## config.mk

```make
export PLATFORM = sky130hd
export DESIGN_NAME = tc_clk_div_glitchfree
export DESIGN_NICKNAME = d
export VERILOG_FILES = /design/src/rtl/tc_clk_pkg.sv /design/src/rtl/tc_clk_mux2.sv /design/src/rtl/tc_clk_div_glitchfree.sv
export SDC_FILE = /design/constraint.sdc
export NUM_CORES = 1
export LEC_CHECK = 0
export BUFFER_PORTS_ARGS = -buffer_cell sky130_fd_sc_hd__buf_2
export CORE_ASPECT_RATIO = 1.75
export CORE_UTILIZATION = 50
export DETAILED_ROUTE_END_ITERATION = 7
export GPL_ROUTABILITY_DRIVEN = 0
export GPL_TIMING_DRIVEN = 0
export HOLD_SLACK_MARGIN = 0.15
export MAX_ROUTING_LAYER = met4
export PLACE_DENSITY = 0.74
export REMOVE_ABC_BUFFERS = 1
export SYNTH_ARGS = -nofsm -noshare
export SYNTH_HDL_FRONTEND = slang
export SYNTH_SLANG_ARGS = --single-unit
export TNS_END_PERCENT = 5
```

## constraint.sdc

```tcl
create_clock -name clk_i -period 2.2 [get_ports clk_i]
set_clock_uncertainty 0.05 [all_clocks]
set_input_delay 0.11 -clock clk_i [delete_from_list [all_inputs] [get_ports clk_i]]
set_output_delay 0.11 -clock clk_i [all_outputs]
set_load 0.01 [all_outputs]
```

## src/rtl/tc_clk_pkg.sv

```systemverilog
// Shared definitions for the tc_clk clock-generation primitives.
// Default ratio width, ratio type and the ratio value that selects bypass.
package tc_clk_pkg;

    localparam int unsigned TC_DIV_WIDTH = 8;

    typedef logic [TC_DIV_WIDTH-1:0] div_t;

    localparam int unsigned DIV_BYPASS = 1;

endpackage

```

## src/rtl/tc_clk_mux2.sv

```systemverilog
// Two-input clock select. Stands in for the PDK clock-mux cell that carries keep/dont_touch.
// The caller changes sel_i only when both clock inputs are at the same level.
module tc_clk_mux2 (
    input  logic clk0_i,
    input  logic clk1_i,
    input  logic sel_i,
    output logic clk_o
);

    assign clk_o = sel_i ? clk1_i : clk0_i;

endmodule

```

## src/rtl/tc_clk_div_glitchfree.sv

```systemverilog
// Runtime-programmable integer clock divider with bypass for ratio 1.
// Ratio changes and stop/start take effect only at period boundaries.
module tc_clk_div_glitchfree
    import tc_clk_pkg::*;
#(
    parameter int unsigned DIV_WIDTH   = TC_DIV_WIDTH,
    parameter int unsigned DEFAULT_DIV = 2
) (
    input  logic                 clk_i,
    input  logic                 rst_i,
    input  logic                 en_i,
    input  logic                 cfg_valid_i,
    output logic                 cfg_ready_o,
    input  logic [DIV_WIDTH-1:0] cfg_div_i,
    output logic [DIV_WIDTH-1:0] div_o,
    output logic                 strobe_o,
    output logic                 clk_o
);

    localparam logic [DIV_WIDTH-1:0] RST_DIV =
        (DEFAULT_DIV == 0) ? DIV_WIDTH'(1) : DIV_WIDTH'(DEFAULT_DIV);
    localparam logic [DIV_WIDTH-1:0] BYP_DIV    = DIV_WIDTH'(DIV_BYPASS);
    localparam logic                 RST_BYPASS = (RST_DIV == BYP_DIV);

    logic [DIV_WIDTH-1:0] r_cnt;
    logic [DIV_WIDTH-1:0] r_div;
    logic [DIV_WIDTH-1:0] r_pending_div;
    logic                 r_clk_div;
    logic                 r_pending;
    logic                 r_bypass;
    logic                 r_run;

    logic [DIV_WIDTH-1:0] w_cnt_next;
    logic [DIV_WIDTH-1:0] w_half;
    logic                 w_last;
    logic                 w_accept;
    logic                 w_apply;
    logic                 w_new_bypass;

    assign w_cnt_next   = r_cnt + DIV_WIDTH'(1);
    assign w_half       = r_div >> 1;
    assign w_last       = (r_cnt == (r_div - DIV_WIDTH'(1)));
    assign w_accept     = cfg_valid_i & ~r_pending;
    // A stopped or bypassed divider has no period end to wait for.
    assign w_apply      = r_pending & (r_bypass | ~r_run | w_last);
    assign w_new_bypass = (r_pending_div == BYP_DIV);

    always_ff @(posedge clk_i) begin
        // NOTE: every register here is state, so all updates are non-blocking;
        // later reads in this block still see the pre-edge values.
        if (rst_i) begin
            r_cnt         <= '0;
            r_div         <= RST_DIV;
            r_pending_div <= RST_DIV;
            r_clk_div     <= 1'b0;
            r_pending     <= 1'b0;
            r_bypass      <= RST_BYPASS;
            r_run         <= 1'b0;
        end else begin
            if (w_accept) begin
                r_pending     <= 1'b1;
                r_pending_div <= (cfg_div_i == '0) ? BYP_DIV : cfg_div_i;
            end

            if (w_apply) begin
                r_pending <= 1'b0;
                r_div     <= r_pending_div;
                r_cnt     <= '0;
                if (w_new_bypass) begin
                    r_bypass  <= 1'b1;
                    r_run     <= 1'b0;
                    r_clk_div <= 1'b0;
                end else begin
                    // NOTE: leaving bypass on a rising clk_i edge with r_clk_div=1 keeps
                    // both mux inputs high across the select change, so no runt pulse.
                    r_bypass  <= 1'b0;
                    r_run     <= r_bypass | en_i;
                    r_clk_div <= r_bypass | en_i;
                end
            end else if (!r_bypass) begin
                if (r_run) begin
                    if (w_last) begin
                        r_cnt     <= '0;
                        r_run     <= en_i;
                        r_clk_div <= en_i;
                    end else begin
                        r_cnt     <= w_cnt_next;
                        r_clk_div <= (w_cnt_next < w_half);
                    end
                end else if (en_i) begin
                    r_run     <= 1'b1;
                    r_cnt     <= '0;
                    r_clk_div <= 1'b1;
                end
            end
        end
    end

    assign cfg_ready_o = ~r_pending;
    assign div_o       = r_div;
    assign strobe_o    = r_bypass ? (en_i & ~rst_i) : (r_run & (r_cnt == '0));

    tc_clk_mux2 u_clk_mux (
        .clk0_i (r_clk_div),
        .clk1_i (clk_i),
        .sel_i  (r_bypass),
        .clk_o  (clk_o)
    );

endmodule

```

[Yosys cells after proc, flatten, opt, wreduce, memory -nomap -nowiden]
Cells that the tools add are included.
Word-level totals
  word-level logic and storage cells: 49
  register bits after elaboration: 28
  input bits: 12
Cells by class
  eq/ne operators: 3
  add/subtract/negate cells: 2
  bitwise operators: 11
  reduce and logical (&&, ||, !) cells: 7
  order comparisons: 1
  muxes and demuxes: 18
Operator list (number)
  2-to-1 mux 8 bit: 4
  zero test 8 bit: 2
  2-to-1 mux 1 bit: 14
  adder 8 x 1 -> 8 bit, second input constant: 1
  equality test 8 x 1 -> 1 bit, second input constant: 1
  equality test 8 bit: 1
  less-than comparator 8 x 7 -> 1 bit: 1
  subtractor 8 x 1 -> 8 bit, second input constant: 1
  AND 1 bit: 4
  NOT 1 bit: 4
  AND reduction 2 bit: 2
  bitwise OR 1 bit: 3
  nonzero test 3 bit: 1
  != test 2 x 1 -> 1 bit, second input constant: 1
  nonzero test 2 bit: 1
  OR reduction 2 bit: 1

[Longest topological paths before layout]
Gate-level depths: netlist of the first run.
  word-level depth: 6
  depth in mapped cells: 9
  gate-level depth less buffers: 9

[Hierarchy]
Synthesis of the first run repeated with hierarchy kept, for this count alone.
Unflattened totals
  cell total of the unflattened synthesis: 221
  area, all modules: 1809.2 sq um
Modules (own cells, without submodules)
  tc_clk_div_glitchfree: area an instance 1794.2 sq um, cells an instance 220, times used 1, seq. area each 560.5 sq um
  tc_clk_mux2: area an instance 15.0 sq um, cells an instance 1, times used 1, seq. area each 0.0 sq um

==> results of run 1 <==
how the worst max path moves through the flow:
stage | start | endpoint
6_report | div_o[0] | r_cnt[7]
5_1_grt | div_o[0] | r_cnt[7]
4_1_cts | div_o[1] | r_cnt[2]
3_5_place_dp | div_o[2] | r_cnt[5]
3_3_place_gp | div_o[0] | r_cnt[5]
2_1_floorplan | div_o[2] | div_o[1]
layer usage:
layer,vias up,share of wire [%]
met5,-,0
li1,830,-
met2,78,54
met3,29,4.4
met4,0,6.5
met1,814,35
worst max-delay path: stages (launching register included):
cell and delay [ns]:
dfxtp_4 0.36, inv_1 0.10, ha_4 0.15, xor3_1 0.27
nor3_4 0.21, o211ai_1 0.19, o31ai_4 0.38, buf_4 0.18
nor3_1 0.04, a221o_1 0.26
sequential cells by signal, indices dropped and copies added (netlist names):
| name | flops |
|---|---|
| r_run | 1 |
| r_pending_div | 8 |
| r_pending | 1 |
| r_clk_div | 1 |
| r_cnt | 8 |
| r_bypass | 1 |
| div_o | 8 |
synth_stat cells (2+ instances only):
library cell | n | area [um^2]
nand2b_1 | 2 | 12.5
nor3_1 | 10 | 50.1
xnor2_1 | 7 | 61.3
a22o_1 | 3 | 26.3
clkbuf_1 | 4 | 15.0
dfxtp_1 | 28 | 561
ha_1 | 9 | 113
nor2b_1 | 3 | 18.8
clkbuf_8 | 5 | 68.8
nand3_1 | 4 | 20.0
nor4_1 | 3 | 18.8
inv_1 | 11 | 41.3
nor2_1 | 21 | 78.8
o21bai_1 | 2 | 15.0
a21o_1 | 3 | 22.5
xor2_1 | 5 | 43.8
a21oi_1 | 16 | 80.1
a211oi_1 | 2 | 15.0
or2_2 | 3 | 18.8
mux2i_1 | 7 | 70.1
nand2_1 | 29 | 109
mux2_2 | 2 | 22.5
o21ai_0 | 6 | 30.0
a221o_1 | 2 | 20.0
kinds of logic after synthesis:
| kind of cell | count (synthesis) | share of synthesized area [%] |
|---|---|---|
| AND/OR/NAND/NOR | 87 | 24.4 |
| AO/OA/AOI/OAI | 45 | 18.3 |
| flip-flops | 28 | 31.4 |
| buffers and inverters | 21 | 7.28 |
| XOR/XNOR | 13 | 7.21 |
| multiplexers | 9 | 5.18 |
| adder cells (fa/ha/maj) | 9 | 6.30 |
area by class of cell:
type                            instances  share of cell area (%)
Multi-Input combinational cell        163                    50.8
Sequential cell                        28                    24.8
Timing Repair Buffer                   48                    15.9
Clock buffer                            8                    4.38
Tap cell                               45                    2.43
Inverter                               11                    1.78
through the flow:
step | total power, mW | cells | cell area (um^2) | setup TNS (ns) | worst slack (ns)
after floorplan | 0.738 | 202 | 1700 | -1.51 | -0.187
after global placement | 0.812 | 269 | 1870 | -8.94 | -0.674
after detailed placement | 0.819 | 269 | 1870 | -8.70 | -0.646
after CTS | 1.36 | 301 | 2270 | -0.0467 | -0.0467
after global routing | 1.44 | 303 | 2310 | -2.95 | -0.242
final | 1.39 | 303 | 2310 | -0.488 | -0.106
report_power, final:
group	switching, mW	internal (mW)
registers	0.0330	0.532
logic	0.176	0.171
clock network	0.194	0.280
total	0.404	0.983
repair_timing:
action                                  4_1_cts  5_1_grt
pin swaps                                     6        3
buffers inserted                              9        2
endpoints found under the setup margin       19       20
hold buffers                                 16        0
hold endpoints to repair                     20        0
resized for setup                            17        7
==> results.md, run 1 <==
- Hold Fails Final Rpt: 0
- Worst EP arrival: ~2.5 ns
- Most crowded layer after global routing: met2
- Overflow after GRT: 0
- Via count: 1751
- Post-synth EDFFs: 0
- Vias in the first global route: approximately 1900
- Yosys reg bits: 28
- RSZ-0062 raised after global routing: true
- Initial Util: between 50 and 60%
- Pwr dens: approximately 600 nW/um^2
- Final period util: 105%
- Hold_sp: cfg_valid_i
- Register Area: approximately 570 um^2
- Initial DRC Count: 96
- Outcome: finished, violations left
- Worst-margin pin slew: around 0.75 ns
- Worst setup path class: flip-flop to flip-flop
- Vias per std cell: 5.78
- Main synth FF type: dfxtp_1
- Initial antenna violation count: 0
- Final setup fails: 9
- Largest net degree at the start of global routing: 25
- Ys Warns: 0
- Share of cells above drive strength 1: a little over a quarter
- Cell count after synthesis: around 210
- Worst Setup Slack, final: -0.106 ns
- Io pins: 23
- Dpl hpwl: 3150 um
- Wire length of the first global-routing pass: about 8300 um
- Skew-Pair Late Insertion Delay: around 0.38 ns
- Period minus WS final: around 2.3 ns
- Met1 Use GR: 30.7%
- Die Span Y: 81.1 um
- P&R area growth vs syn: 29.5%
- Data required, critical path: approximately 2.4 ns
- Max Freq: between 400 and 500 MHz
- Reg2reg start: div_o[0]
- Antenna cells: 0
- Max Cap Viol: 0
- Post-layout net count: 280
- Full die area: around 3800 um^2
- DRT Pass-1 Iters: 7
- Slew margin rel.: about half
- Min-delay worst type: input port to flip-flop
- Crit end category: flip-flop
- Peak VDD IR: 0.000568 V
- CTS tree: done
- GRT Util Overall: between 30% and 40%
- Multi-input gate area: around 1200 um^2
- Share of synthesized registers carrying an async set or reset: 0%
- Post-Syn Area: 1790 um^2
- Post-route DRC: 0
- Startpoint types: flip-flop
- Hold path depth: 4
- Fillers: approximately 270
- R2R cell count: 9
- Grt met3 use: 6.22%
- Core footprint: roughly 3400 um^2
- Core Util, Final: between 60% and 70%
- Violated checks: setup timing
- Seq/Total Area, Yosys: about a third
- Worst Hold Path EP: r_pending_div[1]
- RR Endpoint: r_cnt[7]
- PortBufs: 22
- Netlist cell types: approximately 50
- Hold slack: approximately 0.2 ns
- Grt met2 use: 53.9%
- R2R setup slack: -0.11 ns
- Num rows: 28
- Leak: around 1 nW
- Syn avg cell area: approximately 8.4 um^2
- Highest-count cells in the layout ignoring fill and taps: 29 x nand2_1, 22 x dfxtp_1, 22 x buf_2
- Commonest non-fill, non-tap cell in the layout: nand2_1
- Worst-path clk slew: approximately 0.1 ns
- Wire per inst: about 17 um
- Die W: around 47 um
- Critical path fanouts, max: 4
- Total wire length: 5000 um
- Slew Viols, Final: 0
- Final ANT Viol Nets: 0
No activity file was read; power rests on OpenSTA's default activity.
==> run 2: changes to the inputs <==
--- a/config.mk
+++ b/config.mk
@@ -5,6 +5,7 @@
 export SDC_FILE = /design/constraint.sdc
 export NUM_CORES = 1
 export LEC_CHECK = 0
+export ABC_AREA = 1
 export BUFFER_PORTS_ARGS = -buffer_cell sky130_fd_sc_hd__buf_2
 export CORE_ASPECT_RATIO = 1.75
 export CORE_UTILIZATION = 50
@@ -13,7 +14,7 @@
 export GPL_TIMING_DRIVEN = 0
 export HOLD_SLACK_MARGIN = 0.15
 export MAX_ROUTING_LAYER = met4
-export PLACE_DENSITY = 0.74
+export PLACE_DENSITY = 0.8
 export REMOVE_ABC_BUFFERS = 1
 export SYNTH_ARGS = -nofsm -noshare
 export SYNTH_HDL_FRONTEND = slang
==> run 2 against run 1 <==
Effect of this change: the run now ends clean; combinational power rose by 37%; global-route usage fell by 3.6 points; die area fell by 2.4%; area after synthesis fell by 2.4%; count of clock-buffer cells in the layout fell by 1; core utilization fell by 2.6 points; worst hold slack improved by 0.25 ns; first-iteration DRC count fell by 26%; highest routed layer unchanged; non-clock buffer count fell by 10.
==> results.md, run 2 <==
- CP Cell Sequence: inv_2 -> ha_4 -> or2_1 -> nand3_2 -> nand2_2 -> nor3_4 -> nand2_4 -> nand2_4 -> nand2_8 -> nand2_2 -> nand2_1 -> nor2_2 -> nor2_1 (was inv_1 -> ha_4 -> xor3_1 -> nor3_4 -> o211ai_1 -> o31ai_4 -> buf_4 -> nor3_1 -> a221o_1)
- Peak VDD IR: 0.000686 V (was 0.000568 V)
- Fillers: 294 (was 269)
- Main synth FF type: dfxtp_1 (unchanged)
- Die Span Y: 80.1 um (was 81.1 um)
- Wire length of the first global-routing pass: 7380 um (was 8350 um)
- Post-synth EDFFs: 0 (unchanged)
- RR Endpoint: r_clk_div (was r_cnt[7])
- Vias per std cell: 5.41 (was 5.78)
- Outcome: completed (was finished, violations left)
- R2R cell count: 13 (was 9)
- Initial Util: 51.9% (was 52.6%)
- Worst-path clk slew: 0.09 ns (was 0.10 ns)
- Yosys reg bits: 28 (unchanged)
- Stages on the worst setup path: 13 (was 9)
- Data required, critical path: 2.44 ns (was 2.43 ns)
- Skew-Pair Late Insertion Delay: 0.39 ns (was 0.38 ns)
- Wire per inst: 13.7 um (was 16.5 um)
- Worst setup path class: flip-flop to flip-flop (unchanged)
- P&R area growth vs syn: 26.3% (was 29.5%)
- Largest net degree at the start of global routing: 23 (was 25)
- Dpl hpwl: 3090 um (was 3150 um)
- Post-Syn Area: 1740 um^2 (was 1790 um^2)
- Initial antenna violation count: 0 (unchanged)
- Worst setup endpoint: r_clk_div (was r_cnt[7])
- GRT Util Overall: 27.6% (was 31.2%)
- Period minus WS final: 2.15 ns (was 2.31 ns)
- Overflow after GRT: 0 (unchanged)
- R2R setup slack: 0.05 ns (was -0.11 ns)
- Family with the most delay on the worst path: simple AND/OR/NAND/NOR gates (was compound AO/OA/AOI/OAI gates)
- PortBufs: 22 (unchanged)
- Initial DRC Count: 71 (was 96)
- Die W: 46.6 um (was 47.2 um)
- Share of Yosys cell area claimed by the top area cell type: 32.1% (was 31.4%)
- Via count: 1846 (was 1751)
- Leak: 1.01 nW (was 0.985 nW)
- Full die area: 3740 um^2 (was 3830 um^2)
- Count leader, synth: nand2_1 (unchanged)
- CP max stage cell: dfxtp_2 (was o31ai_4)
- Critical path fanouts, max: 22 (was 4)
- Share of cells above drive strength 1: 23.6% (was 26.4%)
- Post-route DRC: 0 (unchanged)
- Post-layout net count: 319 (was 280)
- Antenna cells: 0 (unchanged)
- Hold Fails Final Rpt: 0 (unchanged)
- Num rows: 28 (unchanged)
- Synth area leader: dfxtp_1 (unchanged)
- Final setup fails: 0 (was 9)
- Worst-margin pin slew: 0.601 ns (was 0.751 ns)
- Total wire length: 4660 um (was 5000 um)
- Cell count after synthesis: 255 (was 212)
- Crit end category: flip-flop (unchanged)
- Highest-count cells in the layout ignoring fill and taps: 45 x nand2_1, 33 x inv_1, 28 x nor2_1 (was 29 x nand2_1, 22 x dfxtp_1, 22 x buf_2)
- Setup TNS: 0 ns (was -0.488 ns)
- Slew Viols, Final: 0 (unchanged)
- Netlist cell types: 32 (was 49)
- Seq/Total Area, Yosys: 32.1% (was 31.4%)
- Syn avg cell area: 6.84 um^2 (was 8.43 um^2)
- Worst EP arrival: 2.39 ns (was 2.54 ns)
- Setup crit start: div_o[0] (unchanged)
- Finished Layout Cells: 341 (was 303)
- Ys Warns: 0 (unchanged)
- Io pins: 23 (unchanged)
- Pwr dens: 684 nW/um^2 (was 599 nW/um^2)
- Post-synth top cells: 47 x nand2_1, 34 x inv_1, 32 x nor2_1 (was 29 x nand2_1, 28 x dfxtp_1, 21 x nor2_1)
- Placed insts: 318 (was 269)
- RSZ-0062 raised after global routing: true (unchanged)
- Largest stage delay, worst path: 0.36 ns (was 0.38 ns)
- Bufs and invs on worst path: 1 (was 2)
- Max Freq: 465 MHz (was 434 MHz)
- Final ANT Viol Nets: 0 (unchanged)
- DRT Pass-1 Iters: 4 (was 7)
- Max Cap Viol: 0 (unchanged)
- Vias in the first global route: 1745 (was 1860)
- Core footprint: 3360 um^2 (was 3400 um^2)
- Slew margin rel.: 59.8% (was 49.5%)
- Area contributors post-synth: dfxtp_1 32%, nand2_1 10%, inv_1 7.3%, nor2_1 6.9%, ha_1 6.5% (was dfxtp_1 31%, ha_1 6.3%, nand2_1 6.1%, a21oi_1 4.5%, nor2_1 4.4%)
- Pwr Total: 1.51 mW (was 1.39 mW)
- Final period util: 97.8% (was 105%)
- Share of synthesized registers carrying an async set or reset: 0% (unchanged)
- Min-delay worst type: input port to flip-flop (unchanged)
- Startpoint types: flip-flop (unchanged)
- Commonest non-fill, non-tap cell in the layout: nand2_1 (unchanged)
- CTS tree: done (unchanged)
- Reg2reg start: div_o[0] (unchanged)
- Hold slack: 0.450 ns (was 0.195 ns)
## run 2: cell types whose count changed in the layout (fill, tap and decap cells not counted), sizes merged, moves of 7 or more
cell   before  now
inv        11   36
nand2      29   54
nand3       4   22
nor2       22   35
o21ai       6   18
mux2i       7    0
## run 2: logic make-up after synthesis
| group | count (synthesis) | synth area share [%] |
|---|---|---|
| buffers and inverters | 40 | 9.54 |
| adder cells (fa/ha/maj) | 9 | 6.46 |
| AND/OR/NAND/NOR | 124 | 33.4 |
| flip-flops | 28 | 32.1 |
| AO/OA/AOI/OAI | 47 | 15.0 |
| XOR/XNOR | 7 | 3.52 |
## run 2: layer usage
layer	global-route usage [%]	part of all wire, %	up-vias
met5	-	0	-
met4	14.9	4.4	0
met3	4.04	2.9	21
met2	46.8	55	61
met1	29.1	38	848
li1	-	-	916
## run 2: area by class of cell
| class | instances | area, um^2 | share of cell area [%] |
|---|---|---|---|
| clock buffers | 7 | 87.6 | 3.98 |
| inverters | 36 | 135 | 6.14 |
| multi-input cells | 187 | 1080 | 49.2 |
| repair buffers | 38 | 260 | 11.8 |
| flip-flops and latches | 28 | 579 | 26.3 |
| well taps | 45 | 56.3 | 2.56 |
## run 2: timing repair
action	in CTS	in global routing
buffers inserted	0	6
setup endpoints to repair	16	16
hold buffers	11	0
hold endpoints to repair	11	0
resized for setup	7	22
pin swaps	1	3
## run 2: worst min path at each step
stage | cells after the start | end | from
6_report | 4 | r_pending_div[6] | cfg_div_i[6]
5_1_grt | 2 | r_cnt[3] | r_cnt[3]
3_5_place_dp | 3 | clk_o | clk_i
2_1_floorplan | 1 | r_pending_div[0] | rst_i
3_3_place_gp | 3 | clk_o | clk_i
4_1_cts | 4 | r_pending_div[1] | cfg_div_i[1]
## run 2: where the power goes
part | internal (mW) | switching (mW) | total (mW)
Clock | 0.244 | 0.191 | 0.435
Combinational | 0.185 | 0.288 | 0.474
Sequential | 0.551 | 0.0456 | 0.596
## run 2: stage by stage
stage                     worst slack, ns  instance area, um^2  util (%)
after floorplan                     0.119                 1710         -
after global routing               -0.131                 2200      65.5
after CTS                          0.0227                 2090      62.1
after global placement            -0.0780                 1880      55.9
final                              0.0494                 2200      65.5
after detailed placement           -0.102                 1880      55.9
## run 2: worst min-delay path, stage by stage
cell           delay, ns
dlygate4sd3_1       0.52
buf_2               0.11
nor2_1              0.04
nor2_1              0.08
